==> config.mk <==
export PLATFORM = sky130hd
export DESIGN_NAME = radar_pulse_sched
export DESIGN_NICKNAME = d
export VERILOG_FILES = /design/src/rtl/radar_pulse_sched.sv
export SDC_FILE = /design/constraint.sdc
export NUM_CORES = 1
export LEC_CHECK = 0
export ABC_AREA = 1
export BUFFER_PORTS_ARGS = -buffer_cell sky130_fd_sc_hd__buf_2
export CAP_MARGIN = 20
export CORE_UTILIZATION = 49
export CTS_CLUSTER_DIAMETER = 40
export DETAILED_ROUTE_END_ITERATION = 6
export HOLD_SLACK_MARGIN = 0.12
export PLACE_DENSITY_LB_ADDON = 0.3
export SYNTH_ARGS = -nofsm -noshare
export SYNTH_HDL_FRONTEND = slang
export SYNTH_SLANG_ARGS = --single-unit
==> constraint.sdc <==
create_clock -name clk -period 13.8 [get_ports clk]
set_input_delay 0.69 -clock clk [delete_from_list [all_inputs] [get_ports clk]]
set_output_delay 0.69 -clock clk [all_outputs]
set_load 0.02 [all_outputs]
==> src/rtl/radar_pulse_sched.sv <==
// radar_pulse_sched: DDS radar pulse sequencer that applies shadowed parameters only at PRI boundaries.
// Define RADAR_PHASE_RST_EN to drive phase_rst in every LOAD cycle (coherent pulses); otherwise it is tied low.
module radar_pulse_sched #(
   parameter int          CLK_MHZ = 50,
   parameter logic [31:0] FW_STEP = 32'd8589935,
   parameter int          BURST_N = 4
) (
   input  logic        clk,
   input  logic        reset,
   input  logic        start,
   input  logic        stop,
   input  logic        param_upd,
   input  logic [5:0]  wave_sel_i,
   input  logic [3:0]  mode_sel_i,
   input  logic [8:0]  F_i,
   input  logic [10:0] T_i,
   input  logic [6:0]  Z_i,
   output logic        busy,
   output logic        dds_en,
   output logic        pulse_on,
   output logic        frame_start,
   output logic [31:0] fword,
   output logic [5:0]  wave_sel_o,
   output logic [15:0] pulse_cnt,
   output logic        phase_rst
);
   localparam int TW = 24;
   typedef enum logic [2:0] {IDLE, LOAD, PULSE, GAP, CW} state_t;
   state_t state, state_n;
   logic [TW-1:0] timer, timer_n, pulse_len_s, pulse_len_a, gap_len_a;
   logic [5:0] wave_s;
   logic [3:0] mode_s, mode_a;
   logic [8:0] f_s;
   logic [10:0] t_s, t_a;
   logic [6:0] z_s, z_a;
   logic pending;
   assign pulse_len_s = TW'(t_s) * TW'(CLK_MHZ);
   assign pulse_len_a = TW'(t_a) * TW'(CLK_MHZ);
   // Loaded at the last PULSE cycle so GAP lasts T*(Z-1)*CLK_MHZ-1 cycles
   assign gap_len_a = TW'(t_a) * TW'(z_a - 7'd1) * TW'(CLK_MHZ) - TW'(2);
   assign busy = state != IDLE;
   assign pulse_on = state == PULSE;
   assign dds_en = state == PULSE || state == CW;
   assign frame_start = pulse_on && timer == pulse_len_a - TW'(1);
`ifdef RADAR_PHASE_RST_EN
   assign phase_rst = state == LOAD;
`else
   assign phase_rst = 1'b0;
`endif
   always_comb begin
      state_n = state;
      timer_n = timer;
      if (stop) state_n = IDLE;
      else begin
         case (state)
            IDLE:  state_n = start ? LOAD : IDLE;
            LOAD: begin
               timer_n = pulse_len_s - TW'(1);
               state_n = mode_s == 4'b0001 ? CW : PULSE;
            end
            PULSE: begin
               timer_n = timer == '0 ? gap_len_a : timer - TW'(1);
               state_n = timer == '0 ? GAP : PULSE;
            end
            GAP: begin
               timer_n = timer - TW'(1);
               if (timer == '0)
                  state_n = (mode_a == 4'b0100 || (mode_a == 4'b1000 && pulse_cnt < 16'(BURST_N))) ? LOAD : IDLE;
            end
            CW:      state_n = pending ? LOAD : CW;
            default: state_n = IDLE;
         endcase
      end
   end
   always_ff @(posedge clk) begin
      if (reset) begin
         state      <= IDLE;
         timer      <= '0;
         wave_s     <= 6'b000001;
         mode_s     <= 4'b0001;
         f_s        <= 9'd1;
         t_s        <= 11'd10;
         z_s        <= 7'd2;
         pending    <= 1'b0;
         wave_sel_o <= 6'b000001;
         fword      <= FW_STEP;
         mode_a     <= 4'b0001;
         t_a        <= 11'd10;
         z_a        <= 7'd2;
         pulse_cnt  <= '0;
      end else begin
         state <= state_n;
         timer <= timer_n;
         if (state == LOAD) begin
            wave_sel_o <= wave_s;
            mode_a     <= mode_s;
            t_a        <= t_s;
            z_a        <= z_s;
            fword      <= 32'(f_s) * FW_STEP;
            pending    <= 1'b0;
         end
         // A capture in the LOAD cycle re-arms pending for the next boundary
         if (param_upd) begin
            wave_s  <= $onehot(wave_sel_i) ? wave_sel_i : wave_s;
            mode_s  <= $onehot(mode_sel_i) ? mode_sel_i : mode_s;
            f_s     <= F_i == '0 ? 9'd1 : F_i;
            t_s     <= T_i == '0 ? 11'd10 : T_i;
            z_s     <= Z_i < 7'd2 ? 7'd2 : Z_i;
            pending <= 1'b1;
         end
         if (state == IDLE && start && !stop) pulse_cnt <= '0;
         else if (frame_start && pulse_cnt != 16'hFFFF) pulse_cnt <= pulse_cnt + 16'd1;
      end
   end
endmodule
## Word-level counts from Yosys, hierarchy flattened

Index checks and enable logic that the tools add are counted.

- Eq/ne operators: 12
- Multipliers: 5
- Magnitude comparators: 2
- Add/sub/neg operators: 14
- Reductions and logical operators: 20
- Bitwise gates (word level): 1
- Mux-type cells: 14

Operators with widths:

| operator | number |
|---|---|
| case mux 24 bit (3 select lines) | 1 |
| subtractor 17 x 1 -> 18 bit, second input constant | 2 |
| multiplier 11 x 5 -> 16 bit, second input constant | 2 |
| multiplier 9 x 24 -> 32 bit, second input constant | 1 |
| equality test 24 bit | 1 |
| zero test 24 bit | 1 |
| multiplier 24 x 5 -> 23 bit, second input constant | 1 |
| 2-to-1 mux 24 bit | 1 |
| subtractor 24 x 1 -> 24 bit, second input constant | 1 |
| subtractor 24 x 2 -> 24 bit, second input constant | 1 |
| multiplier 12 x 8 -> 20 bit | 1 |
| adder 16 x 1 -> 16 bit, second input constant | 1 |
| less-than comparator 16 x 3 -> 1 bit, second input constant | 1 |
| != test 16 bit, second input constant | 1 |
| case mux 3 bit (5 select lines) | 1 |
| zero test 11 bit | 1 |
| 2-to-1 mux 11 bit | 1 |
| adder 1 x 1 -> 2 bit | 5 |
| equality test 3 x 1 -> 1 bit, second input constant | 3 |
| zero test 9 bit | 1 |
| 2-to-1 mux 3 bit | 3 |
| 2-to-1 mux 9 bit | 1 |
| subtractor 7 x 1 -> 8 bit, second input constant | 1 |
| less-than comparator 7 x 2 -> 1 bit, second input constant | 1 |
| 19 further kinds | 34 |

- Output and inout bits: 59
- Register bits: 141

## Longest topological paths before layout

- Depth in word-level cells: 6
- Depth in mapped cells: 45
- Depth with buffers taken out: 45

## Worst setup path after synthesis

Ideal clock, no wire load.

- Path kind: reg-to-reg
- Start point: register z_a[2]
- End point: register timer[23]
- Cell stages (with the launch flop): 42
- Data arrival time: 8.086 ns
- Setup time: 0.119 ns
- Data required time: 13.681 ns
- Slack: 5.595 ns
- Path buffers: 0
- Cell sequence: dfxtp_1 > nor2_1 > nand2_1 > nor3_1 > inv_1 > nor3_1 > inv_1 > nor2_1 > fa_1 > fa_1 > fa_1 > inv_1 > fa_1 > inv_1 > ha_1 > nand2_1 > nor3_1 > nand2_1 > [6 not listed] > xor2_1 > inv_1 > ha_1 > ha_1 > inv_1 > fa_1 > inv_1 > ha_1 > inv_1 > nor3_1 > nand2_1 > o311ai_0 > nand3b_1 > nand2_1 > nand3_1 > nand3_1 > nand2_1 > a21oi_1

- Longest elaborated chain between the ends: 6

Ends and longest elaborated chain:

| item | line | text |
|---|---|---|
| from (decl) | 35 | `logic [6:0] z_s, z_a;` |
| from (signal assigned) | 98 | `z_a <= z_s;` |
| subtractor 7 x 1 -> 8 bit | 40 | `assign gap_len_a = TW'(t_a) * TW'(z_a - 7'd1) * TW'(CLK_MHZ) - TW'(2);` |
| multiplier 12 x 8 -> 20 bit | 40 |  |
| multiplier 24 x 5 -> 23 bit | 40 |  |
| subtractor 24 x 2 -> 24 bit | 40 |  |
| 2-to-1 mux 24 bit | 62 | `timer_n = timer == '0 ? gap_len_a : timer - TW'(1);` |
| case mux 24 bit (3 select lines) | 55 | `case (state)` |
| to (signal assigned) | 93 | `timer <= timer_n;` |
| to (decl) | 30 | `logic [TW-1:0] timer, timer_n, pulse_len_s, pulse_len_a, gap_len_a;` |

Every way passes these cells.
A chain may end at the register's enable or synchronous reset.

## Final worst setup path

- Start point: register z_a[0]
- End point: register timer[23]

Same word-level chain as after synthesis.

==> results.json <==
{
  "grtUsageTotal_pct": 27.2,
  "tritoncts.num_buffers": 17,
  "worst_slew_pin_slew_ns": 0.938,
  "synth_flop_cell": "dfxtp_1",
  "ys_types": 60,
  "max_stage_delay_ns": 0.55,
  "crit_family": "adder cells",
  "outcome": "finished, final reports clean",
  "hold_end": "wave_sel_o[0]$_SDFFE_PP1N_",
  "final_common_cell": "inv_1",
  "crit_path_start_kind": "flip-flop",
  "hold_path.class": "reg2reg",
  "fin_util_pct": 54.7,
  "gr-total-overflow": 0,
  "wl_per_cell_um": 15.8,
  "r2r_cells": 43,
  "seq_area_frac_synth_pct": 15.2,
  "final-instance-count-excl-fill": 3213,
  "leakagePower_uw": 0.0108,
  "die_h_um": 196,
  "post-place-ws_ns": 4.82,
  "antenna_found_initial": 1,
  "syn_area_per_cell_um2": 7.08,
  "reg2reg_to": "timer[23]$_SDFFE_PP0P_",
  "synth.cell_area_mm2": 0.0185,
  "core-area_mm2": 0.0369,
  "cts_tree": "built",
  "nNetsFinal": 3138,
  "ys_warn_count": 0,
  "cts-root-buf": "clkbuf_16",
  "clk_latency_ns": 0.44,
  "tns_ns": 0,
  "syn_nets": 3059,
  "clock_path_buffers": 2,
  "crit_slowest_cell": "fa_1",
  "setup_viol": 0,
  "die_w_um": 196,
  "vias": 17075,
  "numPortBuffers": 99,
  "clk_pin_slew_worst_paths_ns": 0.07,
  "cp_data_required_time_ns": 14.13,
  "postSynthCellCount": 2617,
  "num_antenna_cells": 0,
  "startpoint": "z_a[0]$_SDFFE_PP0N_",
  "viasPerCell": 5.31,
  "drt.antenna.violating_nets": 0,
  "ios": 101,
  "crit_path_frequent_cell": "inv_1",
  "grt_max_degree": 77,
  "hold_buffers": 0,
  "fmax_ghz": 0.111,
  "worst-path-max-fanout": 11,
  "endpoint_kind": "flip-flop",
  "hold_viol": 0,
  "crit_buf_inv": 10,
  "cap_violations": 0,
  "first_pass_iters": 6,
  "h-tree-depth": 4,
  "regToRegStartpoint": "z_a[0]$_SDFFE_PP0N_",
  "initial_core_util_pct": 50.2,
  "rows": 70,
  "worstSetupPathType": "reg2reg",
  "hold-path-cell-count": 2,
  "synth_edf_count": 0,
  "grt_pass1_vias": 16853,
  "cts_sinks": 141,
  "ir_drop_mv": 0.110,
  "rsz0062_at_grt": "false",
  "route.detailed.drc": 0,
  "arrival_ns": 9.31,
  "hold_start": "wave_s[0]$_SDFFE_PP1P_",
  "place_hpwl_um": 41400,
  "power_density_mw_per_mm2": 130,
  "skew_ns": 0.0184,
  "final_cell_mix": "inv_1 (530), nand2_1 (431), nor2_1 (280)",
  "drt_iter0_drc": 1077,
  "cts.repair.resized": 0,
  "gp_congestion": 0.933,
  "dieArea_mm2": 0.0386,
  "ys_seq_elements": 141,
  "dp_cells": 3181,
  "ff2ff_setup_slack_ns": 4.82,
  "postCtsSetupBuffers": 0,
  "routed_wl_um": 50800,
  "power_uw": 2620,
  "max_slew_margin_pct": 37.2,
  "setup_ws_ns": 4.82,
  "synthToLayoutAreaGrowth_pct": 8.85,
  "slew_viol_final": 0,
  "min_period_over_period_pct": 65.1,
  "drive_gt1_share_pct": 7.31,
  "synthArstFlopShare_pct": 0,
  "min_period_ns": 8.98,
  "grt_pass1_wl_um": 84800
}
-- tightest hold or removal path: stages (launching register included) --
cell,delay [ns]
dfxtp_1,0.33
nand2_1,0.05
nand3_1,0.05
-- flip-flops by register name, indices dropped and copies added, names as in the netlist --
signal,cells
state,3
mode_a,4
pulse_cnt,16
timer,24
wave_sel_o,6
f_s,9
fword,32
t_a,11
z_s,7
t_s,11
mode_s,4
wave_s,6
pending,1
z_a,7
-- final cells by class --
type                    count  area [um^2]
clock inverters            14          196
clock buffers              18          439
multi-input cells        1891        13500
fillers                  3585        16700
inverters                 539         2020
well taps                 504          631
repair buffers            106          548
flip-flops and latches    141         2820
-- metrics by stage --
step,instance area [um^2],hold WS (ns)
floorplan,18500,0.429
global placement,19500,0.447
finish,20200,0.467
detailed placement,19500,0.453
global route,20200,0.487
CTS,20200,0.470
-- power breakdown --
group          total, uW  internal (uW)  switching [uW]
Combinational       1640            579            1060
Clock                517            298             218
Sequential           461            431            29.7
-- worst max-delay path by stage --
stage | endpoint | slack (ns) | depth (start not counted)
CTS | timer[23]$_SDFFE_PP0P_ | 4.79 | 43
floorplan | timer[23]$_SDFFE_PP0P_ | 5.59 | 41
global route | timer[23]$_SDFFE_PP0P_ | 3.94 | 44
global placement | timer[23]$_SDFFE_PP0P_ | 5.01 | 43
finish | timer[23]$_SDFFE_PP0P_ | 4.82 | 43
detailed placement | timer[23]$_SDFFE_PP0P_ | 4.82 | 43
-- cells by family after synthesis --
kind of cell             count (synthesis)  share of synthesized area, %
AO/OA/AOI/OAI                          378                          11.5
XOR/XNOR                               114                          5.47
adder cells (fa/ha/maj)                400                          32.2
buffers and inverters                  585                          11.9
flip-flops                             141                          15.2
other                                    1                        0.0203
AND/OR/NAND/NOR                        998                          23.6
-- layer usage --
metal	routed length, um	GRT usage (%)
met3	2610	2.82
met2	23600	46.2
met5	0	0
met1	23900	37.5
met4	667	5.15
-- cell usage after synthesis (4+ instances only) --
library cell,instances,area [um^2]
nand3_1,138,691
nand2_2,12,75.1
clkbuf_1,40,150
buf_1,4,15.0
nor2_4,9,101
or2_2,9,56.3
o211ai_1,14,105
dfxtp_1,141,2820
nand3b_1,5,37.5
o2111ai_1,6,52.6
a21oi_1,158,791
fa_1,128,2560
nand2_1,432,1620
nor3_1,36,180
xor2_1,78,683
xnor2_1,35,307
ha_1,272,3400
o221ai_1,6,52.6
nor2_1,280,1050
nor2_2,5,31.3
inv_2,5,18.8
inv_1,532,2000
nand4_1,39,244
o21bai_1,6,45.0
nand3_2,5,50.1
a211oi_1,13,97.6
a21o_1,7,52.6
o21ai_0,129,646
nor4_1,14,87.6
a31oi_1,8,50.1
(Power assumes the default switching activity.)
